**config.mk**
```make
export PLATFORM = sky130hd
export DESIGN_NAME = cfg_loader_flat
export DESIGN_NICKNAME = d
export VERILOG_FILES = /design/src/rtl/cfg_loader_pkg.sv /design/src/rtl/cfg_loader_if.sv /design/src/rtl/cfg_piso.sv /design/src/rtl/cfg_loader.sv /design/src/flat_wrapper.sv
export SDC_FILE = /design/constraint.sdc
export NUM_CORES = 1
export LEC_CHECK = 0
export BUFFER_PORTS_ARGS = -buffer_cell sky130_fd_sc_hd__clkbuf_2
export CAP_MARGIN = 20
export CORE_MARGIN = 2
export CORE_UTILIZATION = 50
export DETAILED_ROUTE_END_ITERATION = 6
export PLACE_DENSITY = 0.76
export SLEW_MARGIN = 20
export SYNTH_ARGS = -nofsm -noshare
export SYNTH_HDL_FRONTEND = slang
export SYNTH_SLANG_ARGS = --single-unit
```
**constraint.sdc**
```tcl
create_clock -name CLK -period 2 [get_ports CLK]
set_clock_uncertainty 0.2 [all_clocks]
set_input_delay 0.2 -clock CLK [delete_from_list [all_inputs] [get_ports CLK]]
set_output_delay 0.2 -clock CLK [all_outputs]
set_load 0.05 [all_outputs]
```
**src/rtl/cfg_loader_pkg.sv**
```systemverilog
// Shared types and constants for the configuration loader: FSM state encoding,
// default sync marker and chain geometry helper.
package cfg_loader_pkg;

  localparam int         CHAIN_LEN_DEFAULT = 64;
  localparam logic [7:0] SYNC_BYTE_DEFAULT = 8'hA5;

  typedef enum logic [2:0] {
    ST_IDLE    = 3'd0,
    ST_LEN_HI  = 3'd1,
    ST_LEN_LO  = 3'd2,
    ST_PAYLOAD = 3'd3,
    ST_SHIFT   = 3'd4,
    ST_CHECK   = 3'd5,
    ST_DONE    = 3'd6,
    ST_ERR     = 3'd7
  } state_t;

  function automatic int chain_bytes(input int chain_len);
    return chain_len / 8;
  endfunction

endpackage

```
**src/rtl/cfg_loader_if.sv**
```systemverilog
// Byte stream from the flash reader into the configuration loader.
interface cfg_loader_if;
  // A byte transfers on a rising CLK edge where IN_VALID && IN_READY; the source
  // holds IN_DATA stable while IN_VALID is high and IN_READY is low.
  logic [7:0] IN_DATA;
  logic       IN_VALID;
  logic       IN_READY;

  modport master (output IN_DATA, output IN_VALID, input IN_READY);
  modport slave  (input IN_DATA, input IN_VALID, output IN_READY);
endinterface

```
**src/rtl/cfg_piso.sv**
```systemverilog
// 8-bit parallel-in serial-out stage, LSB first, with bit index and last-bit flag.
module cfg_piso (
  input  logic       CLK,
  input  logic       RST_N,
  input  logic       clr,
  input  logic       load,
  input  logic       shift,
  input  logic [7:0] load_data,
  output logic       dout,
  output logic       last
);

  logic [7:0] shreg;
  logic [2:0] bit_idx;

  always_ff @(posedge CLK or negedge RST_N) begin
    if (!RST_N) begin
      shreg   <= '0;
      bit_idx <= '0;
    end else if (clr) begin
      shreg   <= '0;
      bit_idx <= '0;
    end else if (load) begin
      shreg   <= load_data;
      bit_idx <= '0;
    end else if (shift) begin
      shreg   <= {1'b0, shreg[7:1]};
      bit_idx <= bit_idx + 3'd1;
    end
  end

  assign dout = shreg[0];
  assign last = (bit_idx == 3'd7);

endmodule

```
**src/rtl/cfg_loader.sv**
```systemverilog
// Frame parser that validates sync/length/checksum, serialises the payload into
// the fabric configuration chain and releases global reset once latched.
module cfg_loader
  import cfg_loader_pkg::*;
#(
  parameter int         CHAIN_LEN = CHAIN_LEN_DEFAULT,
  parameter logic [7:0] SYNC_BYTE = SYNC_BYTE_DEFAULT
) (
  input  logic            CLK,
  input  logic            RST_N,
  input  logic            RESTART,
  cfg_loader_if.slave     in_if,
  output logic            CFG_DOUT,
  output logic            CFG_SHIFT,
  output logic            CFG_LATCH,
  output logic            GSR_N,
  output logic            DONE,
  output logic            ERROR,
  output state_t          STATE
);

  localparam int              CHAIN_BYTES = chain_bytes(CHAIN_LEN);
  localparam int              RW          = $clog2(CHAIN_BYTES + 1);
  localparam logic [15:0]     LEN_EXP     = 16'(CHAIN_BYTES);
  localparam logic [RW-1:0]   REM_INIT    = RW'(CHAIN_BYTES);

  state_t        state_q, state_d;
  logic          in_ready_q, in_ready_d;
  logic          latch_q, latch_d;
  logic [7:0]    len_hi_q, len_hi_d;
  logic [7:0]    acc_q, acc_d;
  logic [RW-1:0] rem_q, rem_d;
  logic          piso_load, piso_shift, piso_last;
  logic          accept;

  assign accept = in_if.IN_VALID && in_ready_q;

  always_ff @(posedge CLK or negedge RST_N) begin
    if (!RST_N) begin
      state_q    <= ST_IDLE;
      in_ready_q <= 1'b0;
      latch_q    <= 1'b0;
      len_hi_q   <= '0;
      acc_q      <= '0;
      rem_q      <= '0;
    end else begin
      state_q    <= state_d;
      in_ready_q <= in_ready_d;
      latch_q    <= latch_d;
      len_hi_q   <= len_hi_d;
      acc_q      <= acc_d;
      rem_q      <= rem_d;
    end
  end

  always_comb begin
    state_d    = state_q;
    len_hi_d   = len_hi_q;
    acc_d      = acc_q;
    rem_d      = rem_q;
    latch_d    = 1'b0;
    piso_load  = 1'b0;
    piso_shift = 1'b0;
    in_ready_d = 1'b0;

    if (RESTART) begin
      state_d  = ST_IDLE;
      len_hi_d = '0;
      acc_d    = '0;
      rem_d    = '0;
    end else begin
      unique case (state_q)
        ST_IDLE: begin
          if (accept && in_if.IN_DATA == SYNC_BYTE) state_d = ST_LEN_HI;
        end
        ST_LEN_HI: begin
          if (accept) begin
            len_hi_d = in_if.IN_DATA;
            state_d  = ST_LEN_LO;
          end
        end
        ST_LEN_LO: begin
          if (accept) begin
            if ({len_hi_q, in_if.IN_DATA} == LEN_EXP) begin
              rem_d   = REM_INIT;
              acc_d   = '0;
              state_d = ST_PAYLOAD;
            end else begin
              state_d = ST_ERR;
            end
          end
        end
        ST_PAYLOAD: begin
          if (accept) begin
            piso_load = 1'b1;
            acc_d     = acc_q + in_if.IN_DATA;
            rem_d     = rem_q - RW'(1);
            state_d   = ST_SHIFT;
          end
        end
        ST_SHIFT: begin
          piso_shift = 1'b1;
          if (piso_last) state_d = (rem_q == '0) ? ST_CHECK : ST_PAYLOAD;
        end
        ST_CHECK: begin
          // The latch pulse occupies one extra CHECK cycle so DONE follows it.
          if (latch_q) begin
            state_d = ST_DONE;
          end else if (accept) begin
            if (in_if.IN_DATA == acc_q) latch_d = 1'b1;
            else                        state_d = ST_ERR;
          end
        end
        ST_DONE: state_d = ST_DONE;
        ST_ERR:  state_d = ST_ERR;
        default: state_d = ST_IDLE;
      endcase
    end

    // Ready is registered from the next state, keeping IN_VALID off the ready path.
    in_ready_d = !latch_d &&
                 (state_d == ST_IDLE || state_d == ST_LEN_HI || state_d == ST_LEN_LO ||
                  state_d == ST_PAYLOAD || state_d == ST_CHECK);
  end

  cfg_piso u_piso (
    .CLK       (CLK),
    .RST_N     (RST_N),
    .clr       (RESTART),
    .load      (piso_load),
    .shift     (piso_shift),
    .load_data (in_if.IN_DATA),
    .dout      (CFG_DOUT),
    .last      (piso_last)
  );

  assign in_if.IN_READY = in_ready_q;
  assign CFG_SHIFT      = (state_q == ST_SHIFT);
  assign CFG_LATCH      = latch_q;
  assign DONE           = (state_q == ST_DONE);
  assign GSR_N          = (state_q == ST_DONE);
  assign ERROR          = (state_q == ST_ERR);
  assign STATE          = state_q;

endmodule

```
**src/flat_wrapper.sv**
```systemverilog
// flat-port wrapper written by rule: the top's interface ports become plain ports
module cfg_loader_flat import cfg_loader_pkg::*;
#(
  parameter int         CHAIN_LEN = CHAIN_LEN_DEFAULT,
  parameter logic [7:0] SYNC_BYTE = SYNC_BYTE_DEFAULT
)
  (CLK, RST_N, RESTART, CFG_DOUT, CFG_SHIFT, CFG_LATCH, GSR_N, DONE, ERROR, STATE, in_if_IN_DATA, in_if_IN_VALID, in_if_IN_READY);
  cfg_loader_if in_if_i ();
  input  logic CLK;
  input  logic RST_N;
  input  logic RESTART;
  output logic CFG_DOUT;
  output logic CFG_SHIFT;
  output logic CFG_LATCH;
  output logic GSR_N;
  output logic DONE;
  output logic ERROR;
  output state_t STATE;
  input wire logic [$bits(in_if_i.IN_DATA)-1:0] in_if_IN_DATA;
  input wire logic [$bits(in_if_i.IN_VALID)-1:0] in_if_IN_VALID;
  output wire logic [$bits(in_if_i.IN_READY)-1:0] in_if_IN_READY;
  assign in_if_i.IN_DATA = in_if_IN_DATA;
  assign in_if_i.IN_VALID = in_if_IN_VALID;
  assign in_if_IN_READY = in_if_i.IN_READY;
  cfg_loader #(.CHAIN_LEN(CHAIN_LEN), .SYNC_BYTE(SYNC_BYTE)) u_core (.CLK(CLK), .RST_N(RST_N), .RESTART(RESTART), .in_if(in_if_i), .CFG_DOUT(CFG_DOUT), .CFG_SHIFT(CFG_SHIFT), .CFG_LATCH(CFG_LATCH), .GSR_N(GSR_N), .DONE(DONE), .ERROR(ERROR), .STATE(STATE));
endmodule
```
==> run summary, run 1 <==
The number of antenna violations at the first check in global routing was 0; the register bit total from synthesis was 36. The count of warnings emitted by yosys was 0. Of all nets on the critical path, the largest fanout is 2. The number of buffers and inverters on the critical path was 1.

Among cell families on the critical path, the largest total delay comes from compound AO/OA/AOI/OAI gates. At the pin with the least slew margin, the transition time is 0.604 ns. In this design, the stage delay of the slowest critical-path cell is 0.41 ns.

TritonCTS built the clock tree. The final period demand of the worst path was 2.07 ns. For this run the aggregate overflow at the end of global routing stands at 0. The post-detailed-route wirelength per cell works out to 17.2 um. Across the run, the number of max-cap violations was 0. From synthesis to final layout, the design area changed by 33.6%.

The routability congestion estimate from global placement was 0.807; the part of the Yosys area used for sequential elements was 43.1%. The path class of the tightest hold or removal check is input port to flip-flop. The area of the placeable core was 0.00400 sq mm. The worst-case IR drop observed on VDD is 508 uV. Hold is met by 0.0295 ns.

The final layout contains routed wiring with a total length of 5560 um. Once the floorplan was initialized, standard cells occupied 52.3% of the core. Total power after layout: 1450 uW. The final reports fail on negative setup slack.

Of all cell types, the one taking the most synthesized area is dfrtp_1. Power spread over the standard cell area amounts to 518 mW/mm^2. The total count of max-transition violations in the final report is 0, and the die outline width is 68.7 um. After synthesis the cells add up to 0.00209 sq mm. Yosys attributes the largest share of cell area to dfrtp_1 (43%), ha_1 (6.0%), mux2i_1 (4.3%). For the total via count after detailed routing, the log shows 1912. The first global-routing pass estimated 8360 um of wire. For this block, the initial DRC count from the detailed router was 148. Averaged over all synthesized cells, the footprint is 9.59 sq um.

The final period utilization was 104%. The number of H-tree levels came out at 2. The total inserted antenna cells is 0. The tools report the overall track demand over capacity in global routing as 24.8%. The logs give 0.00279 sq mm for the cell area after layout and 22 for the top-level port count. Synthesis handed over a netlist of 218 instances. The tools report the leakage power as 0.00128 uW. The minimum setup slack after placement is -0.156 ns. The relative slew slack was 59.7%; the critical path data arrival time was 2.07 ns. Count of antenna-violating nets left after detailed routing: 0. The cell occurring most often along the worst timing path is o21a_1. The worst setup path category is flip-flop to flip-flop. Walking the worst path, the cells encountered are ha_4 > inv_2 > fa_2 > nor2b_4 > o21ai_2 > a21boi_2 > o21a_1 > o21a_1 > o41ai_2. The run gives 0.29 ns as the insertion delay to the later sink of the worst-skew pair. The cell with the largest stage delay on the worst path was dfrtp_1. Yosys mapped a number of flops with a built-in enable equal to 0.

The average via count per standard cell came out at 5.90. The logs give 0.00471 sq mm for the area of the die and 296 for the net total in the final layout. The synthesized design devotes to its leading area cell type 43.1% of total area.

The tools report the sum of net half-perimeters after detailed placement as 3810 um. Counting along the longest clock path gives a buffer depth of 2. The logs give 5 for the count of TritonRoute iterations in the first routing pass and 0 for the DRC violation count after routing.

After detailed placement, the total cell area comes to 0.00250 sq mm. Setup repair after global routing could not meet its margin everywhere. For this design, the sink count on the clock tree is 36.

The number of nets produced by synthesis is 241, and the number of core rows is 23. The most used flip-flop cell after synthesis is dfrtp_1. The share of flip-flops with an asynchronous set or reset was 100%; the share of layout cells above drive strength 1 was 39.4%. The maximum operating frequency was 482 MHz. The type of origin of the critical path was a flip-flop. The via count of the first global-routing pass was 1795; the number of library cell types mapped by synthesis was 46. In this run, CTS created clock tree buffers numbering 5. The clock slew at the register clock pins of the worst setup and hold paths is 0.07 ns. The cell chosen for the clock root is clkbuf_8.

Entering global routing, the biggest net connects 24 pins. The run finished, with violations left. Final number of setup-violating endpoints: 2. The hold violation total from the final report was 0; the height of the die was 68.7 um. Buffers placed on the I/O ports in this run total 21. Required time of the critical path: 1.99 ns. STA classifies the critical path endpoint as a flip-flop. The run gives -0.0728 ns as the final worst slack.
-- metal layers --
metal | vias to the layer above | track usage [%] | part of all wire, %
met4 | 0 | 8.00 | 0.81
met2 | 58 | 41.7 | 52
met3 | 4 | 5.84 | 4.6
li1 | 902 | - | -
met5 | - | 0 | 0
met1 | 948 | 31.4 | 43
-- cell type report --
class,count,area (sq um)
Tap cell,50,62.6
Multi-Input combinational cell,159,1280
Timing Repair Buffer,59,405
Inverter,12,45.0
Clock buffer,7,86.3
Clock inverter,1,7.51
Fill cell,309,1210
Sequential cell,36,906
-- registers in the layout, indices dropped and copies added (netlist names) --
name and count:
u_core.len_hi_q 8, u_core.u_piso.bit_idx 3, u_core.in_if.IN_READY 1, u_core.STATE 3
u_core.acc_q 8, u_core.rem_q 4, u_core.u_piso.shreg 8, u_core.CFG_LATCH 1
-- cell usage after synthesis (4+ instances only) --
library cell   n
nor4b_1        5
nand3_1        4
a21oi_1        9
mux2i_1        9
inv_1         12
o21ai_0       11
ha_1          10
nor3_1        10
nor2_1        23
dfrtp_1       36
nand2_1       21
a221o_1        4
xnor2_1        4
clkbuf_1       6
-- power by group --
group | total [uW] | switching [uW] | leakage (uW) | internal (uW)
registers | 732 | 2.16 | 0.000489 | 730
clock network | 556 | 275 | 0.0000445 | 280
logic | 159 | 92.9 | 0.000748 | 66.2
-- per-stage QoR --
step | std cells | util, % | setup TNS (ns)
after floorplan | 218 | - | -0.743
after global placement | 312 | 62.4 | -0.611
after detailed placement | 312 | 62.4 | -1.13
after CTS | 324 | 67.3 | -0.202
after global routing | 324 | 69.8 | -0.371
final | 324 | 69.8 | -0.146
-- what timing repair did --
action | 4_1_cts | 5_1_grt
pin swaps | 6 | 9
hold buffers | 1 | 0
resized for setup | 13 | 18
buffers inserted | 3 | 0
hold endpoints to repair | 21 | 0
setup endpoints to repair | 4 | 17
cloned | 0 | 0
-- logic make-up (layout without fill, tap and decap cells) --
family                     after synthesis  count (layout)  share of synthesized area, %
and+or+nand+nor                         82              82                          19.7
AOI/OAI and AO/OA                       52              52                          18.7
DFF                                     36              36                          43.1
buffers and inverters                   23              79                          5.15
adders and majority gates               11              11                          6.94
muxes                                    9               9                          4.31
xor gates and xnor gates                 5               5                          2.09
-- cell usage in the layout, fill, tap and decap left out, types with 7 or more instances in the layout --
cell      synthesis  layout
buf_4             1      36
dfrtp_1          36      32
clkbuf_2          0      21
nor2_1           23      20
nand2_1          21      18
inv_1            12      10
mux2i_1           9       9
nor3_1           10       8
a21oi_1           9       8
o21ai_0          11       7
-- path summary, 6_finish.rpt --
path	start	endpoint	slack (ns)	cells past startpoint
setup / recovery	u_core.acc_q[0]$_DFFE_PN0P_	u_core.acc_q[6]$_DFFE_PN0P_	-0.07	9
hold / removal	RESTART	u_core.CFG_LATCH$_DFF_PN0_	0.03	2
setup reg to reg	u_core.acc_q[0]$_DFFE_PN0P_	u_core.acc_q[6]$_DFFE_PN0P_	-0.07	9
hold reg to reg	u_core.u_piso.shreg[6]$_DFFE_PN0P_	u_core.u_piso.shreg[6]$_DFFE_PN0P_	0.29	2
max in group asynchronous	RST_N	u_core.u_piso.shreg[6]$_DFFE_PN0P_	0.80	3
min in group asynchronous	RST_N	u_core.acc_q[6]$_DFFE_PN0P_	0.24	2
(Power assumes the default switching activity.)
==> inputs of run 2 (changes only) <==
Settings changed: CELL_PAD_IN_SITES_DETAIL_PLACEMENT set to 1, CELL_PAD_IN_SITES_GLOBAL_PLACEMENT set to 2, CORE_UTILIZATION 50 to 40, PLACE_DENSITY 0.76 to 0.89.
Clock period 2 ns to 2.63 ns, I/O delays scaled along.
==> run 2 against run 1 <==
Against the previous run:
- the run now ends clean
- die area is 23% higher
- via count decreased by 8.7%
- clock power fell by 25%
- fmax down 14%
- global-route usage down 4.4 points
- sequential power down 24%
- register-to-register slack better by 0.29 ns
- final area is 12% lower
- critical endpoint is now u_core.u_piso.shreg[1]$_DFFE_PN0P_
- highest routed layer unchanged
==> run summary, run 2 (synthesis gave the netlist of run 1 again) <==
The number of cell instances on the worst register-to-register path is 6 (-3). The total congestion overflow after global routing came out at 0 (unchanged). Portion of total power attributed to the clock network: 39.3% (+0.9 points). The sequential fraction of design power came out at 52.4% (+1.8 points). Among all stages on the critical path, the largest delay is contributed by nor2_1. The sum of net half-perimeters after detailed placement came out at 4080 um (+7.0%). The category of the worst setup path capture point was a flip-flop. The total via count after detailed routing came out at 1745 (-8.7%). The height of the die was 76.3 um (+11%). Most frequent standard cell in the layout excluding fill and tap cells: dfrtp_1.

The first-pass GRT wire length is 9410 um (+13%). The clock slew at the register clock pins of the worst setup and hold paths was 0.07 ns (about the same). In this run the critical register-to-register path is captured at u_core.u_piso.shreg[1]$_DFFE_PN0P_. The critical path data arrival time was 2.40 ns (+0.33 ns). On the critical path the largest part of the delay comes from simple AND/OR/NAND/NOR gates. The share of layout cells above drive strength 1 came out at 22.1% (-17 points). The number of antenna violations at the first check in global routing came out at 0 (unchanged). The run gives 0.21 ns (+0.29 ns) as the worst setup slack for register-to-register paths. The run finished with clean final reports. In the final layout, the registers with the most flip-flops are u_core.acc_q: 8 flops, u_core.len_hi_q: 8 flops, u_core.u_piso.shreg: 8 flops.

The run gives 1852 (+3.2%) as the via count of the first global-routing pass. Setup repair after global routing left no endpoint under its margin. The proportion of power drawn by combinational gates is 8.2% (-2.8 points), and the largest fanout of any net on the critical path is 15 (+13).

In the layout the commonest cells are dfrtp_1 (36), nor2_1 (22), nand2_1 (21), clkbuf_2 (21), buf_4 (16). The tools report the area of the placeable core as 0.00507 sq mm (+27%). The run gives 0.00245 sq mm (-12%) as the cell area after layout. The logs give 0 (unchanged) for the hold violation total from the final report and 0 (unchanged) for the DRC violation count after routing. The total cell area at the placement stage was 0.00235 sq mm (-5.9%); the area overhead of the layout relative to synthesis was 17.3%. In this design, the critical path's most frequently occurring cell is nor2_1. The delay contributed by the slowest stage of the critical path was 0.81 ns (+0.40 ns); the leakage power was 0.00116 uW (-9.4%). Net total in the final layout: 275 (-7.1%). The top-level port count was 22 (unchanged).

The count of TritonRoute iterations in the first routing pass is 4 (-1), and the final period demand of the worst path is 2.42 ns (+0.343 ns). STA classifies the critical path startpoint as a flip-flop. The power density relative to cell area was 433 mW/mm^2 (-16%). The total inserted antenna cells is 0 (unchanged). Worst min-delay path startpoint: in_if_IN_DATA[1].

The tools report the count of antenna-violating nets left after detailed routing as 0 (unchanged). The logs give 0.29 ns (about the same) for the insertion delay to the later sink of the worst-skew pair and 5400 um (-2.8%) for the routed wire length. The internal power consumption was 797 uW (-26%); the post-detailed-route wirelength per cell was 16.7 um (-2.5%). The switching share of power is 25.0% (-0.64 points), and the routability congestion estimate from global placement is 0.813 (+0.74%).

The launching point of the worst reg2reg path was u_core.STATE[0]$_DFF_PN0_. The first-iteration detailed-routing DRC count came out at 41 (-72%). The number of buffers and inverters on the critical path works out to 0 (-1).

The tools report the final sum of negative setup slack as 0 ns (+0.146 ns). The worst hold path terminates at u_core.u_piso.shreg[1]$_DFFE_PN0P_. The area of the die came out at 0.00582 sq mm (+23%).

For the pin count of the biggest net entering global routing, the log shows 37 (+54%). The total count of max-transition violations in the final report was 0 (unchanged). The tightest min-delay check is of the input port to flip-flop type. The filler cell count in the final layout is 607 (+96%), and the count of buffers inserted at the top-level ports is 21 (unchanged). The required time of the critical path is 2.61 ns (+0.62 ns), and the number of setup buffers added after CTS is 0 (-3). The logs give 0 (unchanged) for the max-cap violation count and 265 uW (-28%) for the switching power summed over all nets. The relative slew slack was 28.9% (-31 points).

The root buffer cell chosen for the clock tree is clkbuf_8. The average via count per standard cell was 5.40 (-8.5%); the maximum clock insertion buffer count was 2 (unchanged). The number of core rows was 26 (+13%); the TritonCTS buffer count was 5 (unchanged). The run gives 0 (-2) as the final number of setup-violating endpoints. The die outline width is 76.3 um (+11%), and the maximum vdd ir drop is 323 uV (-36%). The worst setup path category is flip-flop to flip-flop. The logs give 41.2% (-11 points) for the initial standard-cell utilization of the core and 414 MHz (-14%) for the maximum operating frequency. The depth of the worst hold-timing path came out at 2 (unchanged). The transition time of the tightest slew-check pin is 1.06 ns (+0.459 ns), and the total clock sinks is 36 (unchanged). The run gives 2 (unchanged) as the number of H-tree levels. Walking the worst path, the cells encountered are nand2_1 > nor2_1 > a21o_1 > nor2_1 > nor4b_1 > a221o_1. Final period utilization: 91.9% (-12 points). TritonCTS built the clock tree.

The overall track demand over capacity in global routing was 20.4% (-4.4 points).
-- run 2: cell type report --
type / count / area [sq um] / share of cell area (%)
Timing Repair Buffer: 38 / 235 / 9.59
Tap cell: 70 / 87.6 / 3.57
Inverter: 12 / 45.0 / 1.84
Multi-Input combinational cell: 159 / 1090 / 44.4
Clock buffer: 7 / 86.3 / 3.52
Clock inverter: 1 / 7.51 / 0.306
Sequential cell: 36 / 901 / 36.7
-- run 2: how the worst max path moves through the flow --
stage,start,end,slack (ns),cells after the start
floorplan,u_core.STATE[2]$_DFF_PN0_,u_core.u_piso.shreg[1]$_DFFE_PN0P_,0.03,6
global placement,in_if_IN_DATA[2],u_core.acc_q[5]$_DFFE_PN0P_,0.20,7
detailed placement,in_if_IN_DATA[2],u_core.rem_q[2]$_DFFE_PN0P_,0.17,8
CTS,u_core.STATE[0]$_DFF_PN0_,u_core.u_piso.shreg[1]$_DFFE_PN0P_,0.24,6
global route,u_core.acc_q[0]$_DFFE_PN0P_,u_core.acc_q[6]$_DFFE_PN0P_,0.07,9
finish,u_core.STATE[0]$_DFF_PN0_,u_core.u_piso.shreg[1]$_DFFE_PN0P_,0.21,6
-- run 2: power groups by stage --
stage                     Clock (uW)  Sequential, uW  Combinational (uW)
after global placement             0             568                85.7
after global routing             447             557                97.7
final                            418             557                87.5
after CTS                        429             557                89.3
after detailed placement           0             568                87.5
after floorplan                    0             570                41.1
-- run 2: layer usage --
layer	vias to the layer above	GRT usage [%]	share of wire (%)
met4	0	6.00	1.3
met3	5	3.79	2.2
met5	-	0	0
li1	857	-	-
met2	23	34.9	49
met1	860	26.4	47
-- run 2: worst register-to-register path, stage by stage (launching register included) --
cell and delay, ns:
dfrtp_1 0.44, nand2_1 0.11, nor2_1 0.07, a21o_1 0.24, nor2_1 0.81, nor4b_1 0.13
a221o_1 0.30
-- run 2: repair_timing --
item                                   4_1_cts  5_1_grt
endpoints found under the hold margin       36        0
hold buffers                                 1        0
gates resized for setup                      0        0
-- run 2: metrics by stage --
step	utilization [%]	std cells	hold slack, ns	total power, uW	setup slack (ns)
finish	48.3	323	0.0798	1060	0.214
global placement	46.3	314	0.225	653	0.205
detailed placement	46.3	314	0.238	655	0.172
CTS	48.3	323	0.0833	1080	0.236
floorplan	-	218	-0.233	611	0.0294
global route	48.3	323	0.112	1100	0.0653
